==> src/rtl/bitwise_pipe_unit_if.sv <==
// Request/response bundle for bitwise_pipe_unit.
// Optional flag signals are present only when BITWISE_FLAGS_EN is defined.
interface bitwise_pipe_unit_if #(
    parameter int data_width = 16
);
    logic                  in_valid;
    logic                  in_ready;
    logic [data_width-1:0] A;
    logic [data_width-1:0] B;
    logic [3:0]            FuncCode;
    logic                  chain;
    logic                  out_valid;
    logic                  out_ready;
    logic [data_width-1:0] C;
`ifdef BITWISE_FLAGS_EN
    logic                  out_zero;
    logic                  out_parity;
`endif

    modport master (
        output in_valid, A, B, FuncCode, chain, out_ready,
`ifdef BITWISE_FLAGS_EN
        input  out_zero, out_parity,
`endif
        input  in_ready, out_valid, C
    );

    modport slave (
        input  in_valid, A, B, FuncCode, chain, out_ready,
`ifdef BITWISE_FLAGS_EN
        output out_zero, out_parity,
`endif
        output in_ready, out_valid, C
    );
endinterface

==> src/rtl/bitwise_pipe_unit.sv <==
// Two-stage valid/ready bitwise logic unit with result chaining into operand B.
// Define BITWISE_FLAGS_EN to add registered out_zero/out_parity flags.
module bitwise_pipe_unit #(
    parameter int data_width = 16
) (
    input logic              clk,
    input logic              reset,
    bitwise_pipe_unit_if.slave bus
);
    // Function codes mirror the alu_func.v encodings.
    localparam logic [3:0] FUNC_NOT  = 4'h0;
    localparam logic [3:0] FUNC_AND  = 4'h1;
    localparam logic [3:0] FUNC_OR   = 4'h2;
    localparam logic [3:0] FUNC_NAND = 4'h3;
    localparam logic [3:0] FUNC_NOR  = 4'h4;
    localparam logic [3:0] FUNC_XOR  = 4'h5;

    logic                  s1_valid;
    logic [data_width-1:0] s1_a;
    logic [data_width-1:0] s1_b;
    logic [3:0]            s1_func;
    logic                  s1_chain;
    logic                  out_valid;
    logic [data_width-1:0] c_q;
    logic [data_width-1:0] acc;
    logic [data_width-1:0] bop;
    logic [data_width-1:0] res;
    logic                  adv;
    logic                  in_ready;
    logic                  accept;

    assign adv      = !out_valid || bus.out_ready;
    assign in_ready = !s1_valid || adv;
    assign accept   = bus.in_valid && in_ready;

    always_comb begin
        bop = s1_chain ? acc : s1_b;
        res = '0;
        case (s1_func)
            FUNC_NOT:  res = ~s1_a;
            FUNC_AND:  res = s1_a & bop;
            FUNC_OR:   res = s1_a | bop;
            FUNC_NAND: res = ~(s1_a & bop);
            FUNC_NOR:  res = ~(s1_a | bop);
            FUNC_XOR:  res = s1_a ^ bop;
            default:   res = ~(s1_a ^ bop);
        endcase
    end

    always_ff @(posedge clk or posedge reset) begin
        if (reset) begin
            s1_valid <= 1'b0;
            s1_a     <= '0;
            s1_b     <= '0;
            s1_func  <= '0;
            s1_chain <= 1'b0;
        end else if (accept) begin
            s1_valid <= 1'b1;
            s1_a     <= bus.A;
            s1_b     <= bus.B;
            s1_func  <= bus.FuncCode;
            s1_chain <= bus.chain;
        end else if (s1_valid && adv) begin
            s1_valid <= 1'b0;
        end
    end

    // acc updates on the transfer edge so a chained op right behind sees it.
    always_ff @(posedge clk or posedge reset) begin
        if (reset) begin
            out_valid <= 1'b0;
            c_q       <= '0;
            acc       <= '0;
        end else if (adv) begin
            out_valid <= s1_valid;
            if (s1_valid) begin
                c_q <= res;
                acc <= res;
            end
        end
    end

`ifdef BITWISE_FLAGS_EN
    logic zero_q;
    logic parity_q;

    always_ff @(posedge clk or posedge reset) begin
        if (reset) begin
            zero_q   <= 1'b0;
            parity_q <= 1'b0;
        end else if (adv && s1_valid) begin
            zero_q   <= (res == '0);
            parity_q <= ^res;
        end
    end

    assign bus.out_zero   = zero_q;
    assign bus.out_parity = parity_q;
`endif

    assign bus.in_ready  = in_ready;
    assign bus.out_valid = out_valid;
    assign bus.C         = c_q;
endmodule

==> src/flat_wrapper.sv <==
// flat-port wrapper written by rule: the top's interface ports become plain ports
module bitwise_pipe_unit_flat 
#(
    parameter int data_width = 16
)
  (clk, reset, bus_in_valid, bus_A, bus_B, bus_FuncCode, bus_chain, bus_out_ready, bus_in_ready, bus_out_valid, bus_C);
  bitwise_pipe_unit_if #(.data_width(data_width)) bus_i ();
  input logic clk;
  input logic reset;
  input wire logic [$bits(bus_i.in_valid)-1:0] bus_in_valid;
  input wire logic [$bits(bus_i.A)-1:0] bus_A;
  input wire logic [$bits(bus_i.B)-1:0] bus_B;
  input wire logic [$bits(bus_i.FuncCode)-1:0] bus_FuncCode;
  input wire logic [$bits(bus_i.chain)-1:0] bus_chain;
  input wire logic [$bits(bus_i.out_ready)-1:0] bus_out_ready;
  output wire logic [$bits(bus_i.in_ready)-1:0] bus_in_ready;
  output wire logic [$bits(bus_i.out_valid)-1:0] bus_out_valid;
  output wire logic [$bits(bus_i.C)-1:0] bus_C;
  assign bus_i.in_valid = bus_in_valid;
  assign bus_i.A = bus_A;
  assign bus_i.B = bus_B;
  assign bus_i.FuncCode = bus_FuncCode;
  assign bus_i.chain = bus_chain;
  assign bus_i.out_ready = bus_out_ready;
  assign bus_in_ready = bus_i.in_ready;
  assign bus_out_valid = bus_i.out_valid;
  assign bus_C = bus_i.C;
  bitwise_pipe_unit #(.data_width(data_width)) u_core (.clk(clk), .reset(reset), .bus(bus_i));
endmodule
==> config.mk <==
export PLATFORM = sky130hd
export DESIGN_NAME = bitwise_pipe_unit_flat
export DESIGN_NICKNAME = d
export VERILOG_FILES = /design/src/rtl/bitwise_pipe_unit_if.sv /design/src/rtl/bitwise_pipe_unit.sv /design/src/flat_wrapper.sv
export SDC_FILE = /design/constraint.sdc
export NUM_CORES = 1
export LEC_CHECK = 0
export BUFFER_PORTS_ARGS = -buffer_cell sky130_fd_sc_hd__buf_2
export CAP_MARGIN = 0
export CELL_PAD_IN_SITES_DETAIL_PLACEMENT = 1
export CELL_PAD_IN_SITES_GLOBAL_PLACEMENT = 1
export CORE_MARGIN = 5
export CORE_UTILIZATION = 48
export DETAILED_ROUTE_END_ITERATION = 6
export PLACE_DENSITY = 0.95
export SETUP_SLACK_MARGIN = 0.02
export SLEW_MARGIN = 10
export SYNTH_ARGS = -nofsm -noshare
export SYNTH_HDL_FRONTEND = slang
export SYNTH_SLANG_ARGS = --single-unit
==> constraint.sdc <==
create_clock -name clk -period 5.8 [get_ports clk]
set_input_delay 1.16 -clock clk [delete_from_list [all_inputs] [get_ports clk]]
set_output_delay 1.16 -clock clk [all_outputs]
set_load 0.02 [all_outputs]
==> results of run 1 <==
layout make-up:
| type | instances | area [um2] |
|---|---|---|
| inverters | 39 | 146 |
| multi-input cells | 237 | 2040 |
| flip-flops and latches | 55 | 1380 |
| well taps | 102 | 128 |
| fillers | 867 | 3540 |
| clock buffers | 6 | 82.6 |
| repair buffers | 63 | 328 |
| clock inverters | 1 | 5.00 |
cells in the final DEF (no fill, tap or decap), drive strengths merged, types with 9 or more instances in the layout:
cell      n
buf      63
dfrtp    55
inv      39
mux2     38
ha       32
mux2i    30
nand2    19
nor2     17
nor2b    11
a221oi   11
a21oi     9
nand3     9
o2111ai   9
o211a     9
registers in the layout, indices dropped and copies added, names as in the netlist:
| signal | cells |
|---|---|
| u_core.s1_func | 4 |
| u_core.s1_b | 16 |
| u_core.s1_chain | 1 |
| u_core.s1_a | 16 |
| u_core.bus.out_valid | 1 |
| u_core.bus.C | 16 |
| u_core.s1_valid | 1 |
cell usage after synthesis, drive strengths merged, types with 2 or more instances:
| library cell | instances | area (um2) |
|---|---|---|
| a22o | 4 | 35.0 |
| o2111ai | 9 | 78.8 |
| dfrtp | 55 | 1380 |
| a31oi | 3 | 18.8 |
| ha | 32 | 400 |
| a221oi | 11 | 103 |
| clkbuf | 4 | 16.3 |
| inv | 39 | 146 |
| nor2b | 11 | 71.3 |
| nand3 | 9 | 45.0 |
| buf | 20 | 150 |
| o211a | 9 | 90.1 |
| o22ai | 2 | 12.5 |
| a21oi | 9 | 45.0 |
| or4 | 3 | 22.5 |
| o21ai | 5 | 25.0 |
| and2 | 2 | 12.5 |
| nor2 | 17 | 68.8 |
| o2bb2ai | 5 | 43.8 |
| mux2 | 38 | 428 |
| nor3 | 2 | 15.0 |
| nand2b | 4 | 25.0 |
| nor3b | 2 | 26.3 |
| nand2 | 19 | 78.8 |
| mux2i | 30 | 300 |
through the flow:
stage	utilization [%]	instance area (um2)	hold slack, ns	worst slack, ns	total power (uW)
4_1_cts	53.7	4100	0.508	2.85	1480
2_1_floorplan	-	3730	0.464	3.11	1060
6_report	53.7	4100	0.503	2.85	1470
5_1_grt	53.7	4100	0.528	2.78	1580
3_5_place_dp	52.5	4020	0.485	2.85	1250
3_3_place_gp	52.5	4020	0.477	2.88	1200
report_power, final:
group          internal [uW]  switching (uW)  total [uW]
Sequential               475            95.8         571
Clock                   94.4             132         227
Combinational            292             380         672
kinds of logic (layout without fill, tap and decap cells):
family | count (synthesis) | in the layout | synth area share [%]
flip-flops | 55 | 55 | 36.9
AO/OA/AOI/OAI | 65 | 65 | 14.0
adder cells (fa/ha/maj) | 32 | 32 | 10.7
multiplexers | 68 | 68 | 19.5
buffers and inverters | 63 | 109 | 8.39
AND/OR/NAND/NOR | 72 | 72 | 10.4
metal layers:
metal	track usage [%]	wire length [um]
met1	24.9	4040
met2	35.5	4750
met3	3.50	290
met4	6.28	191
met5	0	0
worst max-delay path by stage:
stage                        startpoint  depth (start not counted)      endpoint
after floorplan           bus_out_ready                          2  bus_in_ready
after global placement    bus_out_ready                          4  bus_in_ready
after global routing      bus_out_ready                          4  bus_in_ready
after CTS                 bus_out_ready                          4  bus_in_ready
final                     bus_out_ready                          4  bus_in_ready
after detailed placement  bus_out_ready                          4  bus_in_ready
worst max-delay path: stages:
cell,delay [ns]
buf_2,0.11
nor2b_2,0.18
nand2_1,0.14
buf_2,0.19
==> run_results.csv, run 1 <==
group,metric,value,unit
outcome,status,"complete, no violations",
min_path,min-delay-path-class,"reg2reg",
placement,gp_congestion,0.773,
detailed_routing,dr.pass1.iters,4,
detailed_routing,post_drt_wl_per_cell,18.4,um
timing,worst_slew_pin_slew,1.02,ns
setup_path,worstReg2RegEnd,"u_core.bus.C[8]",
power_and_ir_drop,leakage,0.00197,uW
floorplanning,io_pins,59,
timing,skew,0.00762,ns
clock_tree,cts_buffer_depth,2,
timing,drv_slew,0,
synth,syn_area,3730,um2
floorplanning,fp.dieArea,9630,um2
synth,ys_seq_elements,55,
clock_tree,h-tree-depth,2,
final_layout,nets,474,
setup_path,r2r_slack,3.43,ns
synth,yosysWarningCount,0,
synth,syn_nets,428,
synth,synth_ff_type,"dfrtp_1",
placement,io_buffers,58,
clock_tree,clkTransAtPathRegs,0.10,ns
detailed_routing,vias,2890,
floorplanning,fp-row-count,32,
setup_path,r2r_start,"u_core.s1_func[3]",
timing,relSlewSlack,31.5,%
setup_path,worst_setup_path_end_kind,"output port",
grt,grt_max_degree,56,
timing,fmax,339,MHz
placement,hpwl,6420,um
final_layout,post_route_cells_drive_above_1_share,28.9,%
detailed_routing,routed_wl,9270,um
final_layout,instances_no_fill,503,
min_path,min_from,"u_core.s1_b[6]",
run,cap_violations,0,
power_and_ir_drop,power_density,358,nW/um2
timing,fin_crit,2.95,ns
synth,synth_cell_types,47,
clock_tree,cts_hold_buf,0,
final_layout,area_delta_synth_final,10.1,%
floorplanning,die_h,98.1,um
min_path,hold_end,"u_core.s1_b[6]",
floorplanning,die_w,98.1,um
synth,synth-edff-count,0,
setup_path,arrival,1.79,ns
setup_path,crit_fanout,3,
clock_tree,cts_tree,"done",
detailed_routing,drc,0,
setup_path,required,4.64,ns
detailed_routing,viasPerCell,5.75,
setup_path,critPathLaunchType,"input pin",
setup_path,ff2ff_path_depth,4,
setup_path,timing.setup.critical_path_class,"in2out",
floorplanning,core_area,7650,um2
detailed_routing,postRouteAntennaNets,0,
grt,grt_pass1_wl,15900,um
clock_tree,numCtsBuffers,5,
timing,tns,0,ns
final_layout,antenna_cells,0,
timing,fin_crit_sh,50.8,%
timing,finalHoldViolations,0,
clock_tree,cts_num_sinks,55,
synth,syn_inst,355,
grt,grtUsageTotal,20.1,%
grt,grt_pass1_vias,3246,
clock_tree,cts_resized,0,
power_and_ir_drop,ir_worst_vdd,0.148,mV
timing,rsz0062_at_grt,"no",
clock_tree,cts_root_buf,"clkbuf_8",
grt,antenna_found_initial,0,
synth,synth-seq-area-share,36.9,%
grt,overflow,0,
synth,async_reset_ff_share,100,%
floorplanning,start_util,48.7,%
min_path,min_path_cells,1,
clock_tree,cts_setup_buffers,0,
clock_tree,insertion_delay,0.32,ns
synth,synth.avg_cell_area,10.5,um2
timing,setup_viol,0,
detailed_routing,drt_iter0_drc,133,
placement,placed_cells,496,
Power figures use the tool's default switching activity.
==> inputs of run 2 (changes only) <==
- CORE_UTILIZATION: 48 -> 45
- PLACE_DENSITY: 0.95 -> 0.92
- clock period: 5.8 -> 3 ns (I/O delays scaled with it)
==> run_results.csv, run 2 (synthesized netlist as in run 1, its figures left out) <==
group,metric,value,unit
floorplanning,die_w,101,um
grt,grt_max_degree,38,
floorplanning,core_area,8130,um2
power_and_ir_drop,power,2940,uW
setup_path,crit_chain,"mux2i_1 -> ha_1 -> mux2_2 -> a21oi_1 -> o221a_2 -> o21ai_1",
clock_tree,clkTransAtPathRegs,0.10,ns
final_layout,layout_commonest_cell,"buf_2",
placement,io_buffers,58,
setup_path,slowest_stage,"dfrtp_1",
detailed_routing,viasPerCell,5.68,
clock_tree,cts_resized,0,
detailed_routing,drc,0,
power_and_ir_drop,leakage,0.00199,uW
power_and_ir_drop,power_density,704,nW/um2
timing,drv_slew,0,
final_layout,antenna_cells,0,
grt,overflow,0,
clock_tree,h-tree-depth,2,
detailed_routing,routed_wl,9860,um
timing,rsz0062_at_grt,"no",
setup_path,slowest_delay,0.89,ns
min_path,min-delay-path-class,"in2async",
clock_tree,insertion_delay,0.32,ns
final_layout,layout_common_cells,"buf_2, dfrtp_1, inv_1",
floorplanning,fp.dieArea,10200,um2
detailed_routing,drt_iter0_drc,114,
setup_path,crit_fanout,13,
timing,skew,0.0126,ns
floorplanning,start_util,45.8,%
grt,grt_pass1_wl,16200,um
setup_path,worst_setup_path_end_kind,"flop",
setup_path,arrival,2.59,ns
setup_path,crit_family,"flip-flops",
clock_tree,numCtsBuffers,5,
clock_tree,cts_root_buf,"clkbuf_8",
outcome,status,"complete, no violations",
final_layout,nets,478,
timing,fin_crit_sh,79.6,%
floorplanning,fp-row-count,33,
clock_tree,cts_num_sinks,55,
clock_tree,cts_tree,"done",
clock_tree,cts_setup_buffers,0,
clock_tree,cts_buffer_depth,2,
grt,grtUsageTotal,19.9,%
floorplanning,io_pins,59,
timing,finalHoldViolations,0,
timing,fin_crit,2.39,ns
setup_path,critPathLaunchType,"flop",
grt,grt_pass1_vias,3405,
setup_path,required,3.21,ns
clock_tree,cts_hold_buf,0,
timing,worst_slew_pin_slew,0.831,ns
setup_path,crit_buf_inv,0,
timing,relSlewSlack,44.6,%
final_layout,post_route_cells_drive_above_1_share,29.6,%
detailed_routing,post_drt_wl_per_cell,19.3,um
final_layout,area_delta_synth_final,11.8,%
grt,antenna_found_initial,0,
detailed_routing,dr.pass1.iters,4,
setup_path,timing.setup.critical_path_class,"reg2reg",
timing,fmax,419,MHz
floorplanning,die_h,101,um
placement,gp_congestion,0.778,
power_and_ir_drop,ir_worst_vdd,0.304,mV
final_layout,fillCellCount,954,
timing,tns,0,ns
detailed_routing,postRouteAntennaNets,0,
placement,hpwl,7090,um
timing,setup_viol,0,
run,cap_violations,0,
detailed_routing,vias,2899,
-- run 2: cell types whose count changed in the layout (fill, tap and decap cells not counted) --
cell        delta
buf_12         +1
buf_4          +3
bufinv_16      +1
clkbuf_8       -1
clkinv_2       -1
clkinvlp_4     +1
-- run 2: worst paths after layout --
path	start	to	slack (ns)	cells past startpoint
max in group asynchronous	reset	u_core.bus.C[1]	2.06	3
worst max register to register	u_core.s1_chain	u_core.bus.C[15]	0.61	6
min in group clk	bus_B[9]	u_core.s1_b[9]	0.50	2
worst min register to register	u_core.s1_b[6]	u_core.s1_b[6]	0.50	1
worst min-delay path	reset	u_core.s1_b[6]	0.36	2
worst max-delay path	u_core.s1_chain	u_core.bus.C[15]	0.61	6
-- run 2: where the power goes --
part | internal, uW | switching [uW]
sequential | 919 | 202
clock | 245 | 256
combinational | 575 | 739
total | 1740 | 1200
-- run 2: layout make-up --
class                      count  area (um2)  share of cell area (%)
clock buffer                   5        68.8                    1.65
clock inverter                 2        37.5                   0.900
inverter                      39         146                    3.51
multi-input combinational    237        2040                    48.9
sequential                    55        1380                    33.0
tap                          105         131                    3.15
timing repair buffer          67         370                    8.88
-- run 2: stage by stage --
step           worst slack [ns]  util (%)  hold slack (ns)  instance area [um2]  instances
2_1_floorplan             0.989         -            0.464                 3730        355
3_3_place_gp              0.832      49.9            0.487                 4060        503
3_5_place_dp              0.631      49.9            0.489                 4060        503
4_1_cts                   0.607      51.3            0.386                 4170        510
5_1_grt                   0.487      51.3            0.414                 4170        510
6_report                  0.612      51.3            0.365                 4170        510
-- run 2: metal layers --
| metal | part of all wire, % | global-route usage, % |
|---|---|---|
| met1 | 43 | 23.9 |
| met2 | 52 | 36.4 |
| met3 | 4.0 | 3.39 |
| met4 | 0.98 | 5.83 |
| met5 | 0 | 0 |
==> inputs of run 3 (changes only) <==
- CORE_UTILIZATION: 45 -> 40
- PLACE_DENSITY: 0.92 -> 0.87
- clock period: 3 -> 1.9 ns (I/O delays scaled with it)
==> run_results.csv, run 3 (synthesized netlist as in run 1, its figures left out) <==
group,metric,value,unit
timing,relSlewSlack,61.0,%
placement,place_area,4220,um2
final_layout,antenna_cells,0,
setup_path,worst_setup_path_end_kind,"flop",
final_layout,fillCellCount,1028,
floorplanning,die_h,107,um
final_layout,area_delta_synth_final,21.2,%
clock_tree,cts_tree,"done",
timing,fin_crit,1.91,ns
power_and_ir_drop,leakage,0.00212,uW
timing,rsz0062_at_grt,"yes",
timing,finalHoldViolations,0,
final_layout,layout_common_cells,"buf_2, dfrtp_1, inv_1",
detailed_routing,drc,0,
floorplanning,io_pins,59,
detailed_routing,post_drt_wl_per_cell,20.4,um
setup_path,critPathLaunchType,"flop",
placement,hpwl,7520,um
power_and_ir_drop,power_switching,2070,uW
final_layout,nets,498,
placement,gp_congestion,0.854,
grt,grtUsageTotal,18.5,%
outcome,violations,"negative setup slack",
clock_tree,cts_num_sinks,55,
timing,fin_ws,-0.00518,ns
power_and_ir_drop,p_int,2960,uW
floorplanning,start_util,40.7,%
floorplanning,die_w,107,um
setup_path,required,2.12,ns
power_and_ir_drop,power_density,1110,nW/um2
power_and_ir_drop,switching_share,41.1,%
clock_tree,cts_buffer_depth,2,
clock_tree,numCtsBuffers,5,
power_and_ir_drop,p_comb_share,47.8,%
grt,grt_max_degree,25,
outcome,status,"finished with violations",
timing,skew,0.0104,ns
power_and_ir_drop,power,5020,uW
grt,antenna_found_initial,0,
final_layout,fin_util,49.4,%
placement,dp_slack,0.0132,ns
clock_tree,clkTransAtPathRegs,0.11,ns
run,cap_violations,0,
final_layout,post_route_cells_drive_above_1_share,37.8,%
timing,drv_slew,0,
placement,io_buffers,58,
clock_tree,insertion_delay,0.32,ns
floorplanning,fp.dieArea,11300,um2
detailed_routing,dr.pass1.iters,5,
grt,grt_pass1_vias,3357,
timing,worst_slew_pin_slew,0.585,ns
grt,grt_pass1_wl,16800,um
power_and_ir_drop,pwr-share-clk,16.3,%
clock_tree,h-tree-depth,2,
detailed_routing,viasPerCell,5.66,
setup_path,timing.setup.critical_path_class,"reg2reg",
detailed_routing,vias,3037,
floorplanning,core_area,9150,um2
timing,tns,-0.00518,ns
detailed_routing,drt_iter0_drc,105,
final_layout,layout_commonest_cell,"buf_2",
clock_tree,cts_root_buf,"clkbuf_8",
power_and_ir_drop,pwr-share-seq,35.8,%
detailed_routing,postRouteAntennaNets,0,
setup_path,crit_fanout,4,
power_and_ir_drop,ir_worst_vdd,0.547,mV
timing,fmax,525,MHz
final_layout,finalInstanceArea,4520,um2
min_path,min-delay-path-class,"in2async",
grt,overflow,0,
timing,setup_viol,1,
setup_path,ff2ff_path_depth,8,
detailed_routing,routed_wl,11000,um
setup_path,arrival,2.13,ns
floorplanning,fp-row-count,35,
timing,fin_crit_sh,100,%
run 3: path summary, 6_finish.rpt:
| check | slack, ns | start | end |
|---|---|---|---|
| setup reg to reg | -0.005 | u_core.s1_chain | u_core.bus.C[3] |
| min in group clk | 0.26 | bus_B[6] | u_core.s1_b[6] |
| setup / recovery | -0.005 | u_core.s1_chain | u_core.bus.C[3] |
| hold reg to reg | 0.50 | u_core.s1_b[6] | u_core.s1_b[6] |
| max in group asynchronous | 1.25 | reset | u_core.s1_b[5] |
| hold / removal | 0.07 | reset | u_core.s1_func[0] |
run 3: routing by layer:
metal  share of wire, %  GRT usage [%]
met2                 54           34.3
met5                  0              0
met4                2.0           5.57
met3                3.4           2.49
met1                 41           22.0
run 3: area by class of cell:
type	count	area, um2	share of cell area [%]
Tap cell	111	139	3.07
Clock buffer	5	68.8	1.52
Sequential cell	55	1380	30.5
Timing Repair Buffer	87	592	13.1
Clock inverter	3	46.3	1.02
Inverter	39	146	3.24
Multi-Input combinational cell	237	2150	47.5
run 3: repair_timing:
action,in CTS,in global routing
setup endpoints to repair,3,11
cloned,0,1
setup buffers,0,6
resized for setup,6,19
pin swaps,0,12
hold buffers,0,0
run 3: per-stage QoR:
| stage | instances | hold WS, ns |
|---|---|---|
| 2_1_floorplan | 355 | 0.464 |
| 3_3_place_gp | 522 | 0.434 |
| 3_5_place_dp | 522 | 0.447 |
| 4_1_cts | 530 | 0.0907 |
| 5_1_grt | 537 | 0.0891 |
| 6_report | 537 | 0.0668 |
run 3: critical path, cell delays in order, from the launching register on:
cell and delay [ns]:
dfrtp_2 0.46, buf_4 0.15, clkbuf_16 0.15, mux2i_1 0.20, inv_1 0.10, ha_1 0.23, mux2i_1 0.22, o2111ai_1 0.15
o211a_1 0.15
run 3: power by group through the flow:
stage	Sequential [uW]	Clock [uW]	Combinational [uW]
2_1_floorplan	1860	0	1370
3_5_place_dp	1770	0	2170
5_1_grt	1840	887	2610
3_3_place_gp	1750	0	2030
4_1_cts	1760	840	2210
6_report	1800	821	2400
